## config.mk

```make
export PLATFORM = sky130hd
export DESIGN_NAME = hazard_unit
export DESIGN_NICKNAME = d
export VERILOG_FILES = /design/src/rtl/hazard_unit.sv
export SDC_FILE = /design/constraint.sdc
export NUM_CORES = 1
export LEC_CHECK = 0
export BUFFER_PORTS_ARGS = -buffer_cell sky130_fd_sc_hd__buf_2
export CORE_MARGIN = 1.5
export CORE_UTILIZATION = 40
export CTS_CLUSTER_DIAMETER = 100
export DETAILED_ROUTE_END_ITERATION = 8
export GPL_TIMING_DRIVEN = 0
export PLACE_DENSITY_LB_ADDON = 0.08
export SYNTH_ARGS = -nofsm -noshare
export SYNTH_HDL_FRONTEND = slang
export SYNTH_SLANG_ARGS = --single-unit
```

## constraint.sdc

```tcl
create_clock -name clk -period 1.7 [get_ports clk]
set_input_delay 0.085 -clock clk [delete_from_list [all_inputs] [get_ports clk]]
set_output_delay 0.085 -clock clk [all_outputs]
set_load 0.01 [all_outputs]
```

## src/rtl/hazard_unit.sv

```systemverilog
// Hazard detection and forwarding unit for the 5-stage RV32I pipeline.
// Tracks register addresses from Decode to Writeback and issues stall, flush and forward selects.
module hazard_unit #(
    parameter int REG_AW = 5,
    parameter int CNT_W  = 16
) (
    input  logic              clk,
    input  logic              reset,
    input  logic [REG_AW-1:0] Rs1D,
    input  logic [REG_AW-1:0] Rs2D,
    input  logic [REG_AW-1:0] RdD,
    input  logic              ResultSrcE0,
    input  logic              RegWriteM,
    input  logic              RegWriteW,
    input  logic              PCSrcE,
    output logic              StallF,
    output logic              StallD,
    output logic              FlushD,
    output logic              FlushE,
    output logic [1:0]        ForwardAE,
    output logic [1:0]        ForwardBE,
    output logic [CNT_W-1:0]  StallCount,
    output logic [CNT_W-1:0]  FlushCount
);

    logic [REG_AW-1:0] rs1e_q, rs1e_d;
    logic [REG_AW-1:0] rs2e_q, rs2e_d;
    logic [REG_AW-1:0] rde_q,  rde_d;
    logic [REG_AW-1:0] rdm_q,  rdm_d;
    logic [REG_AW-1:0] rdw_q,  rdw_d;
    logic [CNT_W-1:0]  stall_cnt_q, stall_cnt_d;
    logic [CNT_W-1:0]  flush_cnt_q, flush_cnt_d;
    logic              lw_stall;
    logic              flush_e;

    // Memory result wins over Writeback because it is the younger producer.
    function automatic logic [1:0] fwd_sel(
        input logic [REG_AW-1:0] rs,
        input logic [REG_AW-1:0] rdm,
        input logic [REG_AW-1:0] rdw,
        input logic              wr_m,
        input logic              wr_w
    );
        logic [1:0] sel;
        sel = 2'b00;
        if (rs != '0) begin
            if (wr_m && (rdm == rs)) begin
                sel = 2'b10;
            end else if (wr_w && (rdw == rs)) begin
                sel = 2'b01;
            end
        end
        return sel;
    endfunction

    always_comb begin
        lw_stall = ResultSrcE0 && (rde_q != '0) && ((Rs1D == rde_q) || (Rs2D == rde_q));
        flush_e  = lw_stall || PCSrcE;

        StallF    = lw_stall;
        StallD    = lw_stall;
        FlushD    = PCSrcE;
        FlushE    = flush_e;
        ForwardAE = fwd_sel(rs1e_q, rdm_q, rdw_q, RegWriteM, RegWriteW);
        ForwardBE = fwd_sel(rs2e_q, rdm_q, rdw_q, RegWriteM, RegWriteW);
    end

    always_comb begin
        rs1e_d = Rs1D;
        rs2e_d = Rs2D;
        rde_d  = RdD;
        if (flush_e) begin
            rs1e_d = '0;
            rs2e_d = '0;
            rde_d  = '0;
        end
        rdm_d = rde_q;
        rdw_d = rdm_q;

        stall_cnt_d = stall_cnt_q;
        flush_cnt_d = flush_cnt_q;
        if (lw_stall && (stall_cnt_q != '1)) begin
            stall_cnt_d = stall_cnt_q + CNT_W'(1);
        end
        if (PCSrcE && (flush_cnt_q != '1)) begin
            flush_cnt_d = flush_cnt_q + CNT_W'(1);
        end
    end

    always_ff @(posedge clk or posedge reset) begin
        if (reset) begin
            rs1e_q      <= '0;
            rs2e_q      <= '0;
            rde_q       <= '0;
            rdm_q       <= '0;
            rdw_q       <= '0;
            stall_cnt_q <= '0;
            flush_cnt_q <= '0;
        end else begin
            rs1e_q      <= rs1e_d;
            rs2e_q      <= rs2e_d;
            rde_q       <= rde_d;
            rdm_q       <= rdm_d;
            rdw_q       <= rdw_d;
            stall_cnt_q <= stall_cnt_d;
            flush_cnt_q <= flush_cnt_d;
        end
    end

    assign StallCount = stall_cnt_q;
    assign FlushCount = flush_cnt_q;

endmodule

```

Yosys cells after proc, flatten, opt, wreduce, memory -nomap -nowiden
Cells that the tools add are included.
Cells by class
  add/sub/neg operators: 2
  equal/unequal tests: 8
  mux-type cells: 9
  reductions and logical operators: 13
Operators by type and width (count)
  adder 16 x 1 -> 16 bit, second input constant: 2
  != test 16 bit, second input constant: 2
  equality test 5 bit: 6
  2-to-1 mux 5 bit: 3
  nonzero test 5 bit: 3
  logical AND 1 bit: 8
  2-to-1 mux 2 bit: 4
  logical OR 1 bit: 2
  2-to-1 mux 1 bit: 2
Word-level totals
  bits in registers: 57
  input port bits: 21
  output and inout port bits: 40
  word-level logic and storage cells: 39

Depth between registers and ports, before layout
Gate-level depths: netlist of run 1.
  word-level depth: 5
  depth in mapped cells: 6
  depth with buffers taken out: 6

Worst setup path after synthesis of run 1
OpenSTA, ideal clock, no wires.
  path type: flip-flop to flip-flop
  from: register rde_q[1]
  to: register stall_cnt_q[1] (netlist: StallCount[1])
  library setup time: 0.125 ns
  data arrival time: 1.680 ns
  data required time: 1.575 ns
  path slack: -0.104 ns
  stages on the path, launching flop included: 6
  buffers on the path: 0
  period minus slack after synthesis: 1.804 ns
  cell sequence: dfrtp_1 > or4_1 > o21ai_2 > nor2_1 > nand2_1 > mux2_2
On the way
  word-level cells in the longest chain between the ends: 4
RTL lines
  start, declared: RTL line 28  | logic [REG_AW-1:0] rde_q, rde_d;
  start signal, assigned: RTL line 102  | rde_q <= rde_d;
  equality test 5 bit / nonzero test 5 bit (equally long branches): RTL line 57  | lw_stall = ResultSrcE0 && (rde_q != '0) && ((Rs1D == rde_q) || (Rs2D == rde_q));
  logical OR 1 bit / logical AND 1 bit (equally long branches): RTL line 57
  logical AND 1 bit *: RTL line 57
  logical AND 1 bit *: RTL line 82  | if (lw_stall && (stall_cnt_q != '1)) begin
  end signal, assigned: RTL line 105  | stall_cnt_q <= stall_cnt_d;
  end, declared: RTL line 31  | logic [CNT_W-1:0] stall_cnt_q, stall_cnt_d;
Mark *: on every way between the ends. The rest lies on a longest branch, timed or not.
A chain may end at the register's enable or synchronous reset.

Worst setup path in the final report of run 1
  from: register rde_q[1]
  to: output FlushE
On the way
  word-level cells in the longest chain between the ends: 4
RTL lines
  equality test 5 bit / nonzero test 5 bit (equally long branches): RTL line 57
  logical OR 1 bit / logical AND 1 bit (equally long branches): RTL line 57
  logical AND 1 bit *: RTL line 57
  logical OR 1 bit *: RTL line 58  | flush_e = lw_stall || PCSrcE;
  end, declared: RTL line 19  | output logic FlushE,
Marked as above.

==> results of run 1 <==
-- area by class of cell --
type	count	area [um^2]
clock buffer	13	149
fill	529	2430
timing repair buffer	105	732
sequential	57	1430
multi-input combinational	168	1440
buffer	4	43.8
tap	77	96.3
inverter	4	15.0
clock inverter	3	40.0
-- power by group --
part	switching, mW	internal, mW	leakage, nW	total, mW
registers	0.173	1.50	0.745	1.68
logic	0.400	0.472	1.09	0.873
clock network	0.498	0.714	0.0974	1.21
-- Yosys cell counts (3+ instances only) --
library cell / n
nand4_1: 10
nand3_1: 19
a41oi_1: 3
dfrtp_1: 57
a21oi_1: 3
and2_1: 16
xor2_1: 14
nor3_1: 6
and3_1: 11
xnor2_1: 42
nor2_1: 7
nand2_1: 13
inv_1: 3
nor4_1: 4
buf_4: 4
-- worst max-delay path, delay by kind of cell (launching register included) --
kind                   cells  cell delay (ns)
and+or+nand+nor            1             0.56
buffers and inverters      4             0.32
AOI/OAI and AO/OA          2             0.31
DFF                        1             0.40
-- flip-flops by register name (all words and copies together), names as in the netlist --
name        count
rs2e_q          5
FlushCount     16
StallCount     16
rdm_q           5
rde_q           5
rdw_q           5
rs1e_q          5
-- final timing paths --
check / start / endpoint / slack (ns) / cells after the start
worst min-delay path: Rs1D[4] / rs1e_q[4]$_DFF_PP0_ / 0.01 / 2
max in group asynchronous: reset / rs1e_q[0]$_DFF_PP0_ / 0.75 / 4
worst min register to register: rdm_q[4]$_DFF_PP0_ / rdw_q[4]$_DFF_PP0_ / 0.43 / 0
worst max register to register: rde_q[1]$_DFF_PP0_ / StallCount[1]$_DFFE_PP0P_ / -0.25 / 7
min in group asynchronous: reset / StallCount[7]$_DFFE_PP0P_ / 0.36 / 3
worst max-delay path: rde_q[1]$_DFF_PP0_ / FlushE / -0.28 / 7
-- what timing repair did --
action / CTS / global route
hold buffers: 7 / 0
pin swaps: 13 / 32
endpoints found under the setup margin: 45 / 42
gates cloned: 1 / 0
resized for setup: 36 / 39
hold endpoints to repair: 30 / 0
setup buffers: 27 / 10
-- cell families after synthesis --
logic type	synth area share, %
AND/OR/NAND/NOR	20.2
flip-flops	53.8
XOR/XNOR	18.5
AO/OA/AOI/OAI	3.87
buffers and inverters	1.84
multiplexers	0.850
adder cells (fa/ha/maj)	0.944
-- stage by stage --
stage          utilization, %  power (mW)  area (um^2)
2_1_floorplan               -        2.06         2680
3_3_place_gp             48.2        2.30         3080
3_5_place_dp             48.6        2.31         3100
4_1_cts                  58.4        3.72         3730
5_1_grt                  61.9        4.00         3950
6_report                 61.9        3.76         3950
-- per-layer routing --
| layer | routed length [um] | GRT usage, % | vias to the layer above |
|---|---|---|---|
| met1 | 2600 | 23.8 | 1071 |
| met2 | 3210 | 31.2 | 46 |
| met3 | 230 | 3.83 | 14 |
| li1 | - | - | 1044 |
| met5 | 0 | 0 | - |
| met4 | 143 | 8.65 | 0 |
==> metrics.cfg, run 1 <==
[synth]
synth_edf_count = 0
yosysTopAreaCell = dfrtp_1
yosysWarnings = 0
synth-main-ff-cell = dfrtp_1
synthDistinctLibCells = 32
async_flop_share_pct = 100
synth_cells = 234
synthesis.nets = 257
synth_seq_cells = 57
syn_area_mm2 = 0.00265
seq_area_frac_synth_pct = 53.8
yosys-top-cells-area = dfrtp_1 (54%), xnor2_1 (14%), xor2_1 (4.6%)
yosysTopAreaCellShare_pct = 53.8
avgSynthCellArea_um2 = 11.3

[layout]
num_antenna_cells = 0
final_common_cell = buf_2
stdcell_count = 431
final_cell_mix = buf_2 (57), dfrtp_1 (51), xnor2_1 (37), buf_4 (26), buf_6 (17)
area_growth_pct = 49.2
drive_above_1_share_pct = 48.6
nets = 372

[timing]
worstMarginPinSlew_ns = 0.570
period_minus_slack_ns = 1.98
fmax_mhz = 504
fin_ws_ns = -0.284
setup_viol = 35
hold_slack_ns = 0.0113
tns_ns = -4.88
grt_setup_unrepaired = true
maxSlewViolCount = 0
hold_viol_final = 0
relSlewSlack_pct = 61.9
skew_ns = 0.00721
fin_crit_sh_pct = 117

[floorplanning]
io_pins = 61
start_util_pct = 41.5
die_h_um = 84.4
dieArea_mm2 = 0.00712
core_area_mm2 = 0.00639
fp-row-count = 29
die_w_um = 84.4

[critical_path]
crit_required_ns = 1.62
crit_path_max_incr_delay_ns = 0.56
cp-start-kind = flip-flop
end_kind = primary output
path_max_fanout = 3
critPathKind = reg2out
arrival_ns = 1.90
cp_cell_sequence = or4_4, o21ai_4, inv_2, a21oi_4, buf_6, inv_2, buf_6
critPathSlowestCell = or4_4

[routing]
ant_nets = 0
first_iter_violations = 97
wl_um = 6190
first_pass_iters = 4
drc = 0
via_per_inst = 5.05
dr_total_vias = 2175
post_drt_wl_per_cell_um = 14.4

[cts]
cts_tree = built
cts_buffers = 9
cts_max_level = 3
clk_pin_slew_ns = 0.06
worstSkewPairLatency_ns = 0.32
clkSinkCount = 57
clockRootBuffer = clkbuf_8
cts_buffer_depth = 2

[grt]
grt_start_max_net_pins = 34
antenna_found_initial = 0
grt.overflow.total = 0
first_global_vias = 2211
grt_use_total_pct = 18.8
grt_first_pass_wirelength_um = 10500

[placed_design]
dp_hpwl_um = 3950
dp_cells = 372
gpl.final_weighted_congestion = 0.776
io_buffer_count = 60
pre_cts_ws_ns = -0.449

[status]
violations = negative setup slack
status = finished, violations left

[pwr]
powerDensity_mw_per_mm2 = 951
vdd_drop_max_v = 0.000788
p_leak_nw = 1.94

[min_path]
hold_class = in2reg

[run]
max_cap_viol_count = 0

Note: power is estimated with default switching activity, not from simulation.
==> run 2, diff against run 1 <==
Settings changed: ABC_AREA from default to 1, CAP_MARGIN from default to 20.
==> metrics.cfg, run 2 <==
[floorplanning]
die_h_um = 93.1
io_pins = 61
start_util_pct = 41.6
fp-row-count = 32
core_area_mm2 = 0.00781
dieArea_mm2 = 0.00868
die_w_um = 93.1

[routing]
first_pass_iters = 6
ant_nets = 0
dr_total_vias = 3045
wl_um = 8380
via_per_inst = 4.83
drc = 0
first_iter_violations = 122
post_drt_wl_per_cell_um = 13.3

[grt]
antenna_found_initial = 0
busiest_layer = met2
grt_use_total_pct = 20.6
grt.overflow.total = 0
grt_first_pass_wirelength_um = 13900
first_global_vias = 3012
gr-usage-met2_pct = 33.0
grt_use_met3_pct = 4.31
grt_start_max_net_pins = 42
grt.met1_usage_pct = 26.9

[critical_path]
cp-start-kind = flip-flop
crit_buf_inv = 1
arrival_ns = 1.57
path_max_fanout = 3
critPathKind = reg2out
critPathSlowestCell = dfrtp_1
cp_cell_sequence = xor2_1, nor3_1, nor3b_1, buf_2
end_kind = primary output
crit_path_max_incr_delay_ns = 0.43
path_delay_family = simple AND/OR/NAND/NOR gates
crit_required_ns = 1.62

[synth]
synthDistinctLibCells = 30
synthesis.nets = 449
synth_seq_cells = 57
synth_edf_count = 0
yosys-top-cells-area = dfrtp_1 (44%), nand2_1 (15%), inv_1 (6.5%)
syn_area_mm2 = 0.00325
synth-main-ff-cell = dfrtp_1
yosysMostFrequentCell = nand2_1
yosys-top-cells-count = nand2_1 (128), dfrtp_1 (57), inv_1 (56), nor2_1 (50), nand4_1 (28)
yosysWarnings = 0
yosysTopAreaCellShare_pct = 43.9
synth_cells = 426
avgSynthCellArea_um2 = 7.63
yosysTopAreaCell = dfrtp_1
async_flop_share_pct = 100
seq_area_frac_synth_pct = 43.9

[min_path]
hold_class = in2reg

[timing]
worstMarginPinSlew_ns = 0.430
relSlewSlack_pct = 71.3
setup_viol = 0
period_minus_slack_ns = 1.65
skew_ns = 0.00862
grt_setup_unrepaired = true
fmax_mhz = 606
maxSlewViolCount = 0
fin_ws_ns = 0.0493
hold_viol_final = 0
fin_crit_sh_pct = 97.1

[cts]
cts_buffers = 9
worstSkewPairLatency_ns = 0.33
cts_buffer_depth = 2
clk_pin_slew_ns = 0.06
clkSinkCount = 57
cts_max_level = 3
clockRootBuffer = clkbuf_8
cts_tree = built

[pwr]
powerDensity_mw_per_mm2 = 939
fin_total_pwr_mw = 4.02
clkPwrFrac_pct = 36.2
seq_power_share_pct = 42.3
p_switching_mw = 1.22
vdd_drop_max_v = 0.000722
power.share.switching_pct = 30.3
p_comb_share_pct = 21.5
power.internal_mw = 2.80
p_leak_nw = 2.24

[layout]
stdcell_count = 631
final_common_cell = nand2_1
final_cell_mix = nand2_1 (127), buf_2 (60), dfrtp_1 (52), inv_1 (51), nor2_1 (46)
fillCellCount = 767
drive_above_1_share_pct = 26.3
num_antenna_cells = 0
nets = 547
fin_util_pct = 54.8
design_area_mm2 = 0.00428
area_growth_pct = 31.6

[run]
max_cap_viol_count = 0

[status]
status = finished clean

[placed_design]
pre_cts_ws_ns = -0.0618
dp_hpwl_um = 5870
gpl.final_weighted_congestion = 0.838
place_area_mm2 = 0.00370
dp_cells = 589
io_buffer_count = 60

[run 2: final timing paths]
kind / startpoint / to / slack (ns) / depth (start not counted)
setup / recovery: rs1e_q[4]$_DFF_PP0_ / ForwardAE[1] / 0.05 / 4
hold / removal: Rs1D[4] / rs1e_q[4]$_DFF_PP0_ / 0.02 / 3
setup reg to reg: FlushCount[0]$_DFFE_PP0P_ / FlushCount[10]$_DFFE_PP0P_ / 0.09 / 9
hold reg to reg: rdm_q[0]$_DFF_PP0_ / rdw_q[0]$_DFF_PP0_ / 0.43 / 0
max in group asynchronous: reset / rde_q[0]$_DFF_PP0_ / 0.84 / 4
min in group asynchronous: reset / FlushCount[13]$_DFFE_PP0P_ / 0.30 / 3
[run 2: power by group through the flow]
stage | combinational [mW] | clock [mW] | sequential [mW]
after floorplan | 0.419 | 0 | 1.75
after global placement | 0.698 | 0 | 1.73
after detailed placement | 0.725 | 0 | 1.73
after CTS | 0.801 | 1.48 | 1.70
after global routing | 0.977 | 1.55 | 1.73
final | 0.863 | 1.45 | 1.70
[run 2: routing by layer]
metal,vias up,wire length [um]
met3,17,377
met1,1395,3870
li1,1558,-
met4,0,216
met2,75,3920
met5,-,0
[run 2: cells by family (layout without fill, tap and decap cells)]
family	after synthesis	in the layout	share of synthesized area, %
and+or+nand+nor	252	252	35.4
DFF	57	57	43.9
adders and majority gates	2	2	0.770
xor gates and xnor gates	27	27	7.27
AOI/OAI and AO/OA	18	18	3.50
buffers and inverters	70	173	9.20
[run 2: timing repair]
| action | CTS | global route |
|---|---|---|
| hold buffers | 14 | 0 |
| setup endpoints to repair | 24 | 30 |
| pin swaps | 6 | 10 |
| buffers inserted | 8 | 5 |
| gates resized for setup | 8 | 24 |
| gates cloned | 0 | 1 |
| hold endpoints to repair | 29 | 0 |
[run 2: area by class of cell]
cell class / count / area (um^2) / area share (%)
Multi-Input combinational cell: 299 / 1590 / 37.1
Clock buffer: 11 / 151 / 3.54
Sequential cell: 57 / 1430 / 33.5
Inverter: 62 / 235 / 5.50
Tap cell: 102 / 128 / 2.98
Clock inverter: 5 / 77.6 / 1.81
Timing Repair Buffer: 89 / 616 / 14.4
Buffer: 6 / 51.3 / 1.20
[run 2: through the flow]
step | TNS [ns] | hold slack, ns
after floorplan | 0 | 0.191
after global placement | -32.38 | 0.297
after detailed placement | -0.828 | 0.109
after CTS | 0 | 0.000422
after global routing | -0.0683 | 0.00954
final | 0 | 0.0211
[run 2: worst reg2reg max path, cell delays in order, from the launching register on]
cell	delay (ns)
dfrtp_1	0.37
ha_1	0.20
inv_1	0.09
nor2_4	0.14
nand4_1	0.16
nand2_4	0.17
inv_4	0.08
buf_6	0.16
nand3b_1	0.08
nand2_1	0.05
